===== src/rtl/cnn_frame_scheduler.sv =====
// Round-robin job scheduler in front of the CNN frame controller: arbitrates, latches config, counts beats, drains.
// Optional CNN_SCHED_PERF_EN adds o_job_cycles (start-to-done cycle count of the last successful job).
module cnn_frame_scheduler #(
    parameter int unsigned N_REQ        = 4,
    parameter int unsigned W_SIZE       = 12,
    parameter int unsigned W_FRAME_SIZE = 25,
    parameter int unsigned W_DELAY      = 12,
    parameter int unsigned DRAIN_MAX    = 1023
) (
    input  logic                      clk,
    input  logic                      rst,
    input  logic [N_REQ-1:0]          i_req,
    input  logic [N_REQ*W_SIZE-1:0]   i_cfg_width,
    input  logic [N_REQ*W_SIZE-1:0]   i_cfg_height,
    input  logic [N_REQ-1:0]          i_cfg_is_conv3x3,
    input  logic [W_DELAY-1:0]        i_start_up_delay,
    input  logic [W_DELAY-1:0]        i_hsync_delay,
    input  logic                      i_ctrl_vsync_run,
    input  logic                      i_ctrl_hsync_run,
    input  logic                      i_ctrl_data_run,
    output logic                      o_q_start,
    output logic                      o_q_is_conv3x3,
    output logic [W_SIZE-1:0]         o_q_width,
    output logic [W_SIZE-1:0]         o_q_height,
    output logic [W_FRAME_SIZE-1:0]   o_q_frame_size,
    output logic [W_DELAY-1:0]        o_q_start_up_delay,
    output logic [W_DELAY-1:0]        o_q_hsync_delay,
    output logic [N_REQ-1:0]          o_grant,
    output logic                      o_done,
    output logic [2:0]                o_done_id,
    output logic                      o_err,
    output logic                      o_busy
`ifdef CNN_SCHED_PERF_EN
    ,
    output logic [31:0]               o_job_cycles
`endif
);

    localparam int unsigned W_BEAT  = W_FRAME_SIZE + 4;
    localparam int unsigned W_DRAIN = (DRAIN_MAX < 2) ? 1 : $clog2(DRAIN_MAX);

    typedef enum logic [1:0] {IDLE, LAUNCH, RUN, DRAIN} state_t;

    state_t              state, state_next;
    logic [2:0]          ptr;
    logic [2:0]          own_idx;
    logic [W_BEAT-1:0]   beat_cnt;
    logic [W_DRAIN-1:0]  drain_cnt;

    logic                win_valid;
    logic [2:0]          win_idx;
    logic [W_SIZE-1:0]   win_width;
    logic [W_SIZE-1:0]   win_height;
    logic                win_conv;
    int unsigned         arb_idx;

    logic [W_BEAT-1:0]   frame_ext;
    logic [W_BEAT-1:0]   job_beats;
    logic                launch_zero;
    logic                last_beat;
    logic                drain_idle;
    logic                drain_timeout;

    assign o_busy    = (state != IDLE);
    assign frame_ext = W_BEAT'(o_q_frame_size);
    assign job_beats = o_q_is_conv3x3 ? (frame_ext << 3) + frame_ext : frame_ext;

    // First requesting index at or above the pointer, wrapping modulo N_REQ.
    always_comb begin
        win_valid  = 1'b0;
        win_idx    = '0;
        win_width  = '0;
        win_height = '0;
        win_conv   = 1'b0;
        arb_idx    = 0;
        for (int unsigned i = 0; i < N_REQ; i++) begin
            arb_idx = (32'(ptr) + i) % N_REQ;
            if (!win_valid && i_req[arb_idx]) begin
                win_valid  = 1'b1;
                win_idx    = 3'(arb_idx);
                win_width  = i_cfg_width[arb_idx*W_SIZE +: W_SIZE];
                win_height = i_cfg_height[arb_idx*W_SIZE +: W_SIZE];
                win_conv   = i_cfg_is_conv3x3[arb_idx];
            end
        end
    end

    always_comb begin
        state_next    = state;
        launch_zero   = 1'b0;
        last_beat     = 1'b0;
        drain_idle    = 1'b0;
        drain_timeout = 1'b0;
        case (state)
            IDLE: begin
                if (win_valid) state_next = LAUNCH;
            end
            LAUNCH: begin
                launch_zero = (o_q_width == '0) || (o_q_height == '0);
                state_next  = launch_zero ? IDLE : RUN;
            end
            RUN: begin
                last_beat = i_ctrl_data_run && (beat_cnt == job_beats - W_BEAT'(1));
                if (last_beat) state_next = DRAIN;
            end
            DRAIN: begin
                drain_idle    = !(i_ctrl_vsync_run || i_ctrl_hsync_run || i_ctrl_data_run);
                drain_timeout = !drain_idle && (drain_cnt == W_DRAIN'(DRAIN_MAX - 1));
                if (drain_idle || drain_timeout) state_next = IDLE;
            end
            default: state_next = IDLE;
        endcase
    end

    always_ff @(posedge clk or posedge rst) begin
        if (rst) state <= IDLE;
        else     state <= state_next;
    end

    always_ff @(posedge clk or posedge rst) begin
        if (rst) begin
            ptr                <= '0;
            own_idx            <= '0;
            beat_cnt           <= '0;
            drain_cnt          <= '0;
            o_q_start          <= 1'b0;
            o_q_is_conv3x3     <= 1'b0;
            o_q_width          <= '0;
            o_q_height         <= '0;
            o_q_frame_size     <= '0;
            o_q_start_up_delay <= '0;
            o_q_hsync_delay    <= '0;
            o_grant            <= '0;
            o_done             <= 1'b0;
            o_done_id          <= '0;
            o_err              <= 1'b0;
        end else begin
            o_q_start <= 1'b0;
            o_done    <= 1'b0;
            o_err     <= 1'b0;
            case (state)
                IDLE: begin
                    if (win_valid) begin
                        o_grant            <= N_REQ'(1) << win_idx;
                        own_idx            <= win_idx;
                        ptr                <= (32'(win_idx) == N_REQ - 1) ? '0 : win_idx + 3'd1;
                        o_q_width          <= win_width;
                        o_q_height         <= win_height;
                        o_q_is_conv3x3     <= win_conv;
                        o_q_frame_size     <= W_FRAME_SIZE'(win_width) * W_FRAME_SIZE'(win_height);
                        o_q_start_up_delay <= i_start_up_delay;
                        o_q_hsync_delay    <= i_hsync_delay;
                        beat_cnt           <= '0;
                    end
                end
                LAUNCH: begin
                    if (launch_zero) begin
                        o_done    <= 1'b1;
                        o_err     <= 1'b1;
                        o_done_id <= own_idx;
                        o_grant   <= '0;
                    end else begin
                        o_q_start <= 1'b1;
                    end
                end
                RUN: begin
                    if (last_beat) begin
                        o_done    <= 1'b1;
                        o_done_id <= own_idx;
                        beat_cnt  <= '0;
                        drain_cnt <= '0;
                    end else if (i_ctrl_data_run) begin
                        beat_cnt <= beat_cnt + W_BEAT'(1);
                    end
                end
                DRAIN: begin
                    if (drain_idle) begin
                        o_grant <= '0;
                    end else if (drain_timeout) begin
                        o_err     <= 1'b1;
                        o_done_id <= own_idx;
                        o_grant   <= '0;
                    end else begin
                        drain_cnt <= drain_cnt + W_DRAIN'(1);
                    end
                end
                default: ;
            endcase
        end
    end

`ifdef CNN_SCHED_PERF_EN
    logic [31:0] perf_cnt;
    logic [31:0] perf_inc;

    assign perf_inc = (perf_cnt == '1) ? '1 : perf_cnt + 32'd1;

    // perf_cnt is 0 in the o_q_start cycle, so perf_inc on the last beat equals start-to-done distance.
    always_ff @(posedge clk or posedge rst) begin
        if (rst) begin
            perf_cnt     <= '0;
            o_job_cycles <= '0;
        end else if (state == LAUNCH) begin
            perf_cnt <= '0;
        end else if (state == RUN) begin
            perf_cnt <= perf_inc;
            if (last_beat) o_job_cycles <= perf_inc;
        end
    end
`endif

endmodule


===== config.mk =====
export PLATFORM = sky130hd
export DESIGN_NAME = cnn_frame_scheduler
export DESIGN_NICKNAME = d
export VERILOG_FILES = /design/src/rtl/cnn_frame_scheduler.sv
export SDC_FILE = /design/constraint.sdc
export NUM_CORES = 1
export LEC_CHECK = 0
export ABC_AREA = 1
export CAP_MARGIN = 5
export CORE_MARGIN = 1.5
export CORE_UTILIZATION = 30
export DETAILED_ROUTE_END_ITERATION = 8
export GPL_TIMING_DRIVEN = 1
export PLACE_DENSITY = 0.47
export SLEW_MARGIN = 40
export SYNTH_ARGS = -nofsm -noshare
export SYNTH_HDL_FRONTEND = slang
export SYNTH_SLANG_ARGS = --single-unit

===== constraint.sdc =====
create_clock -name clk -period 17.05 [get_ports clk]
set_input_delay 1.705 -clock clk [delete_from_list [all_inputs] [get_ports clk]]
set_output_delay 1.705 -clock clk [all_outputs]
set_load 0.02 [all_outputs]

==> results.sh, run 1 <==
export IMPL_drtIter0Drc=1001
export IMPL_rows=85
export IMPL_slew_viol_final=0
export IMPL_cp_required_ps=17410
export IMPL_cts_buffers=17
export IMPL_antenna_found_initial=0
export IMPL_critPathTopFamily="adder cells"
export IMPL_critical_path_class="in2reg"
export IMPL_num_io_pins=218
export IMPL_synth_avg_cell_area_um2=6.69
export IMPL_setup_viol=0
export IMPL_hold_viol=0
export IMPL_cts_tree="done"
export IMPL_grt_max_degree=103
export IMPL_nNetsFinal=2960
export IMPL_hold_class="reg2reg"
export IMPL_status="finished clean"
export IMPL_detailed_place_hpwl_mm=44.5
export IMPL_synth_xor_area_share=0.0362
export IMPL_synthAdderAreaFrac=0.197
export IMPL_synth_top_family_by_area="simple AND/OR/NAND/NOR gates"
export IMPL_ctsResizeCount=0
export IMPL_drv_cap=0
export IMPL_synth_compound_area_share=0.0968
export IMPL_synth_mux_area_frac=0.0462
export IMPL_critPathMaxStageDelay_ps=800
export IMPL_dieArea_um2=56200
export IMPL_routed_via_density=4.75
export IMPL_fin_setup_tns_ps=0
export IMPL_area_growth_pct=20.9
export IMPL_fmax_mhz=99.9
export IMPL_wl_per_cell_um=16.2
export IMPL_ant_nets=0
export IMPL_worstSetupEndpointType="flip-flop"
export IMPL_synth_area_um2=16400
export IMPL_dpl_cell_count=3305
export IMPL_grt_pass1_vias=15500
export IMPL_synthCells=2460
export IMPL_fin_cells=3338
export IMPL_yosys_area_share_simple=0.326
export IMPL_gr_total_overflow=0
export IMPL_start_util=0.304
export IMPL_synth_seq_cells=127
export IMPL_yosys_warnings=0
export IMPL_drive_gt1_frac=0.0522
export IMPL_worstMarginPinSlew_ps=830
export IMPL_seq_area_frac_synth=0.193
export IMPL_htree_num_levels=4
export IMPL_synth_cell_types=54
export IMPL_gp_congestion=0.873
export IMPL_timing_slew_headroom=0.441
export IMPL_crit_fanout=20
export IMPL_period_minus_slack_ps=10010
export IMPL_critPathMostFrequentCell="fa_1"
export IMPL_die_h_um=237
export IMPL_ys_flop_type="dfrtp_1"
export IMPL_port_buffer_count=215
export IMPL_critical_path_buf_inv_count=7
export IMPL_remaining_drc_errors=0
export IMPL_grt_usage=0.192
export IMPL_ctsLongestPathBuffers=2
export IMPL_clock_sinks=127
export IMPL_synth_async_reset_ratio=1.00
export IMPL_insertedDiodeCount=0
export IMPL_core_area_um2=54000
export IMPL_die_x_um=237
export IMPL_arrival_ps=10370
export IMPL_wl_mm=54.1
export IMPL_rsz0062_at_grt="no"
export IMPL_grt_first_pass_wirelength_mm=84.9
export IMPL_critPathLaunchType="input pin"
export IMPL_cts_hold_buf=0
export IMPL_insertion_delay_ps=440
export IMPL_dr_pass1_iters=5
export IMPL_clk_pin_slew_ps=60
export IMPL_worst_clock_skew_ps=19.0
export IMPL_fin_crit_sh=0.587
export IMPL_routed_via_count=15900
export IMPL_synth_edf_count=0
export IMPL_cp_slowest_cell="nor3_2"
export IMPL_cts_root_buffer="clkbuf_16"
export IMPL_post_cts_buffers=0
-- cell families after synthesis --
family	Yosys count
AND/OR/NAND/NOR	1264
buffers and inverters	438
AO/OA/AOI/OAI	291
adder cells (fa/ha/maj)	198
flip-flops	127
multiplexers	76
XOR/XNOR	65
other	1
-- metrics by stage --
step,hold WS [ps],util,setup WS [ps],area [um^2]
floorplan,454,-,9080,16500
global placement,464,0.356,6510,19200
detailed placement,465,0.356,6530,19300
CTS,479,0.368,6760,19900
global route,498,0.368,6210,19900
finish,469,0.368,7040,19900
-- layout by cell type (no fill, tap or decap), types with 76 or more instances in the layout --
cell,synthesis,final
clkdlybuf4s50_1,0,215
ha_1,97,97
mux2i_1,76,76
fa_1,101,101
nand3_1,146,145
nor2_1,170,170
nand2_1,813,812
dfrtp_1,127,126
o21ai_0,184,183
inv_1,340,338
-- cells in the mapped netlist (45+ instances only) --
library cell / count / area share
a21oi_1: 45 / 0.014
clkbuf_1: 52 / 0.012
dfrtp_1: 127 / 0.19
fa_1: 101 / 0.12
ha_1: 97 / 0.074
inv_1: 340 / 0.078
mux2i_1: 76 / 0.046
nand2_1: 813 / 0.19
nand3_1: 146 / 0.044
nor2_1: 170 / 0.039
o21ai_0: 184 / 0.056
xor2_1: 45 / 0.024
-- path summary, 6_finish.rpt --
check                                   from                  to  slack, ps  cells after the start
min in group asynchronous                rst               o_err       1720                      2
worst min-delay path            o_done_id[1]        o_done_id[1]        470                      2
max in group asynchronous                rst      o_q_height[11]      14240                      3
worst max register to register        ptr[0]  o_q_frame_size[20]       7270                     31
worst min register to register  o_done_id[1]        o_done_id[1]        470                      2
worst max-delay path                i_req[2]  o_q_frame_size[20]       7040                     31
-- final cells by class --
cell class,count,area [um^2]
Clock inverter,15,186
Multi-Input combinational cell,1896,11600
Sequential cell,127,3180
Fill cell,5832,34100
Clock buffer,17,425
Timing Repair Buffer,234,2320
Inverter,353,1330
Tap cell,696,871
-- worst register-to-register path, delay by kind of cell (launching register included) --
family                   cells  cell delay, ps
AO/OA/AOI/OAI               10            1760
buffers and inverters        7            2070
multiplexers                 1             360
adder cells (fa/ha/maj)      6            2910
AND/OR/NAND/NOR              7            1980
flip-flops                   1             610
-- layer usage --
layer	GRT usage	part of all wire	up-vias
li1	-	-	8123
met1	0.256	0.47	7406
met2	0.330	0.49	285
met3	0.0165	0.027	56
met4	0.0554	0.022	0
met5	0	0	-
-- sequential cells by signal, indices dropped and copies added (netlist names), named ones only --
signal              flops
own_idx                 2
o_q_height             12
beat_cnt               29
o_q_frame_size         24
o_grant                 4
o_q_width              12
o_q_start               1
o_err                   1
o_q_is_conv3x3          1
o_done                  1
drain_cnt              10
o_q_start_up_delay     12
o_done_id               2
o_q_hsync_delay        12
state                   1
ptr                     2
Power of run 1 is left out: the tool's default activity adds up to more than one toggle a clock period on the data nets, which glitch-free logic cannot reach.
==> run 2, diff against run 1 <==
--- a/config.mk
+++ b/config.mk
@@ -11,7 +11,7 @@
 export CORE_UTILIZATION = 30
 export DETAILED_ROUTE_END_ITERATION = 8
 export GPL_TIMING_DRIVEN = 1
-export PLACE_DENSITY = 0.47
+export PLACE_DENSITY = 0.48
 export SLEW_MARGIN = 40
 export SYNTH_ARGS = -nofsm -noshare
 export SYNTH_HDL_FRONTEND = slang
==> constraint.sdc (replaced) <==
create_clock -name clk -period 8.8 [get_ports clk]
set_input_delay 0.88 -clock clk [delete_from_list [all_inputs] [get_ports clk]]
set_output_delay 0.88 -clock clk [all_outputs]
set_load 0.02 [all_outputs]
==> run 2 against run 1 <==
  * Die area unchanged
  * Largest cell class unchanged
  * Hold slack better by 5.6 ps
  * Setup slack got worse by 6300 ps
  * Critical path depth down 4
  * Critical endpoint unchanged
==> results.sh, run 2 (synthesized netlist as in run 1, its figures left out) <==
export IMPL_final_cell_mix="nand2_1 (812), inv_1 (338), clkdlybuf4s50_1 (215), o21ai_0 (183), nor2_1 (170)"
export IMPL_cts_root_buffer="clkbuf_16"
export IMPL_fmax_mhz=124
export IMPL_critPathMaxStageDelay_ps=710
export IMPL_worstSetupEndpointType="flip-flop"
export IMPL_die_x_um=237
export IMPL_largest_register="beat_cnt"
export IMPL_rsz0062_at_grt="no"
export IMPL_start_util=0.304
export IMPL_stdcell_area_um2=20000
export IMPL_gr_total_overflow=0
export IMPL_num_io_pins=218
export IMPL_fin_ws_ps=767
export IMPL_fill_cells=5801
export IMPL_insertion_delay_ps=430
export IMPL_clock_sinks=127
export IMPL_grt_pass1_vias=15700
export IMPL_drtIter0Drc=825
export IMPL_slew_viol_final=0
export IMPL_hold_class="reg2reg"
export IMPL_ctsLongestPathBuffers=2
export IMPL_clk_pin_slew_ps=60
export IMPL_ant_nets=0
export IMPL_routed_via_density=4.80
export IMPL_core_area_um2=54000
export IMPL_drv_cap=0
export IMPL_wl_per_cell_um=16.1
export IMPL_largest_register_ffs=29
export IMPL_wl_mm=54.0
export IMPL_gp_congestion=0.942
export IMPL_timing_slew_headroom=0.418
export IMPL_area_growth_pct=21.4
export IMPL_largestRegisters="beat_cnt x29, o_q_frame_size x24"
export IMPL_cts_tree="done"
export IMPL_hold_viol=0
export IMPL_ctsResizeCount=0
export IMPL_die_h_um=237
export IMPL_critPathMostFrequentCell="fa_1"
export IMPL_dr_pass1_iters=5
export IMPL_antenna_found_initial=0
export IMPL_drive_gt1_frac=0.0558
export IMPL_arrival_ps=8380
export IMPL_cp_slowest_cell="o21ai_1"
export IMPL_grt_first_pass_wirelength_mm=85.5
export IMPL_cts_hold_buf=0
export IMPL_port_buffer_count=215
export IMPL_detailed_place_hpwl_mm=44.4
export IMPL_critical_path_buf_inv_count=6
export IMPL_crit_fanout=20
export IMPL_critPathLaunchType="input pin"
export IMPL_period_minus_slack_ps=8030
export IMPL_critical_path_class="in2reg"
export IMPL_nNetsFinal=2971
export IMPL_post_cts_buffers=0
export IMPL_worst_clock_skew_ps=8.70
export IMPL_grt_max_degree=125
export IMPL_cts_buffers=17
export IMPL_placed_cell_area_um2=19400
export IMPL_remaining_drc_errors=0
export IMPL_routed_via_count=16100
export IMPL_worstMarginPinSlew_ps=867
export IMPL_cp_required_ps=9140
export IMPL_insertedDiodeCount=0
export IMPL_fin_crit_sh=0.913
export IMPL_setup_viol=0
export IMPL_grt_usage=0.191
export IMPL_status="finished clean"
export IMPL_rows=85
export IMPL_htree_num_levels=4
export IMPL_fin_setup_tns_ps=0
export IMPL_dp_worst_setup_slack_ps=246
export IMPL_dieArea_um2=56200
export IMPL_final_common_cell="nand2_1"
export IMPL_critPathTopFamily="adder cells"
[run 2: changes by cell type in the layout (fill, tap and decap cells not counted)]
cell and delta:
buf_2 -1, clkinv_4 -2, clkbuf_8 +3, bufinv_16 -1, nand3_2 -1, clkinv_2 +2
nand3_1 +1, inv_6 -1, buf_4 +12, clkinvlp_4 -1
[run 2: cell type report]
cell class / instances / area, um^2 / area share
clock buffers: 20 / 467 / 0.0234
clock inverters: 12 / 133 / 0.00664
inverters: 353 / 1330 / 0.0667
multi-input cells: 1896 / 11600 / 0.580
flip-flops and latches: 127 / 3180 / 0.159
well taps: 696 / 871 / 0.0436
repair buffers: 245 / 2400 / 0.120
[run 2: stage by stage]
step                      hold WS (ps)  std cells  utilization
after floorplan                    454       2461            -
after global placement             463       3316        0.358
after detailed placement           464       3317        0.358
after CTS                          482       3349        0.369
after global routing               497       3349        0.369
final                              475       3349        0.369
[run 2: metal layers]
metal / vias to the layer above / part of all wire / global-route usage
met5: - / 0 / 0
met4: 0 / 0.021 / 0.0504
met3: 51 / 0.030 / 0.0158
met2: 312 / 0.49 / 0.329
met1: 7571 / 0.46 / 0.256
li1: 8142 / - / -
[run 2: final timing paths]
path / cells after the start / start / slack (ps) / end
min: 2 / o_q_hsync_delay[3] / 470 / o_q_hsync_delay[3]
max: 27 / i_req[0] / 770 / o_q_frame_size[20]
min reg2reg: 2 / o_q_hsync_delay[3] / 470 / o_q_hsync_delay[3]
max in group asynchronous: 3 / rst / 6800 / o_q_width[6]
min in group asynchronous: 2 / rst / 920 / o_err
max reg2reg: 30 / ptr[1] / 940 / o_q_frame_size[20]
[run 2: tightest hold or removal path: stages, from the launching register on]
cell	delay (ps)
dfrtp_1	340
nand2_1	50
nand2_1	60
Power of run 2 is left out for the same reason.
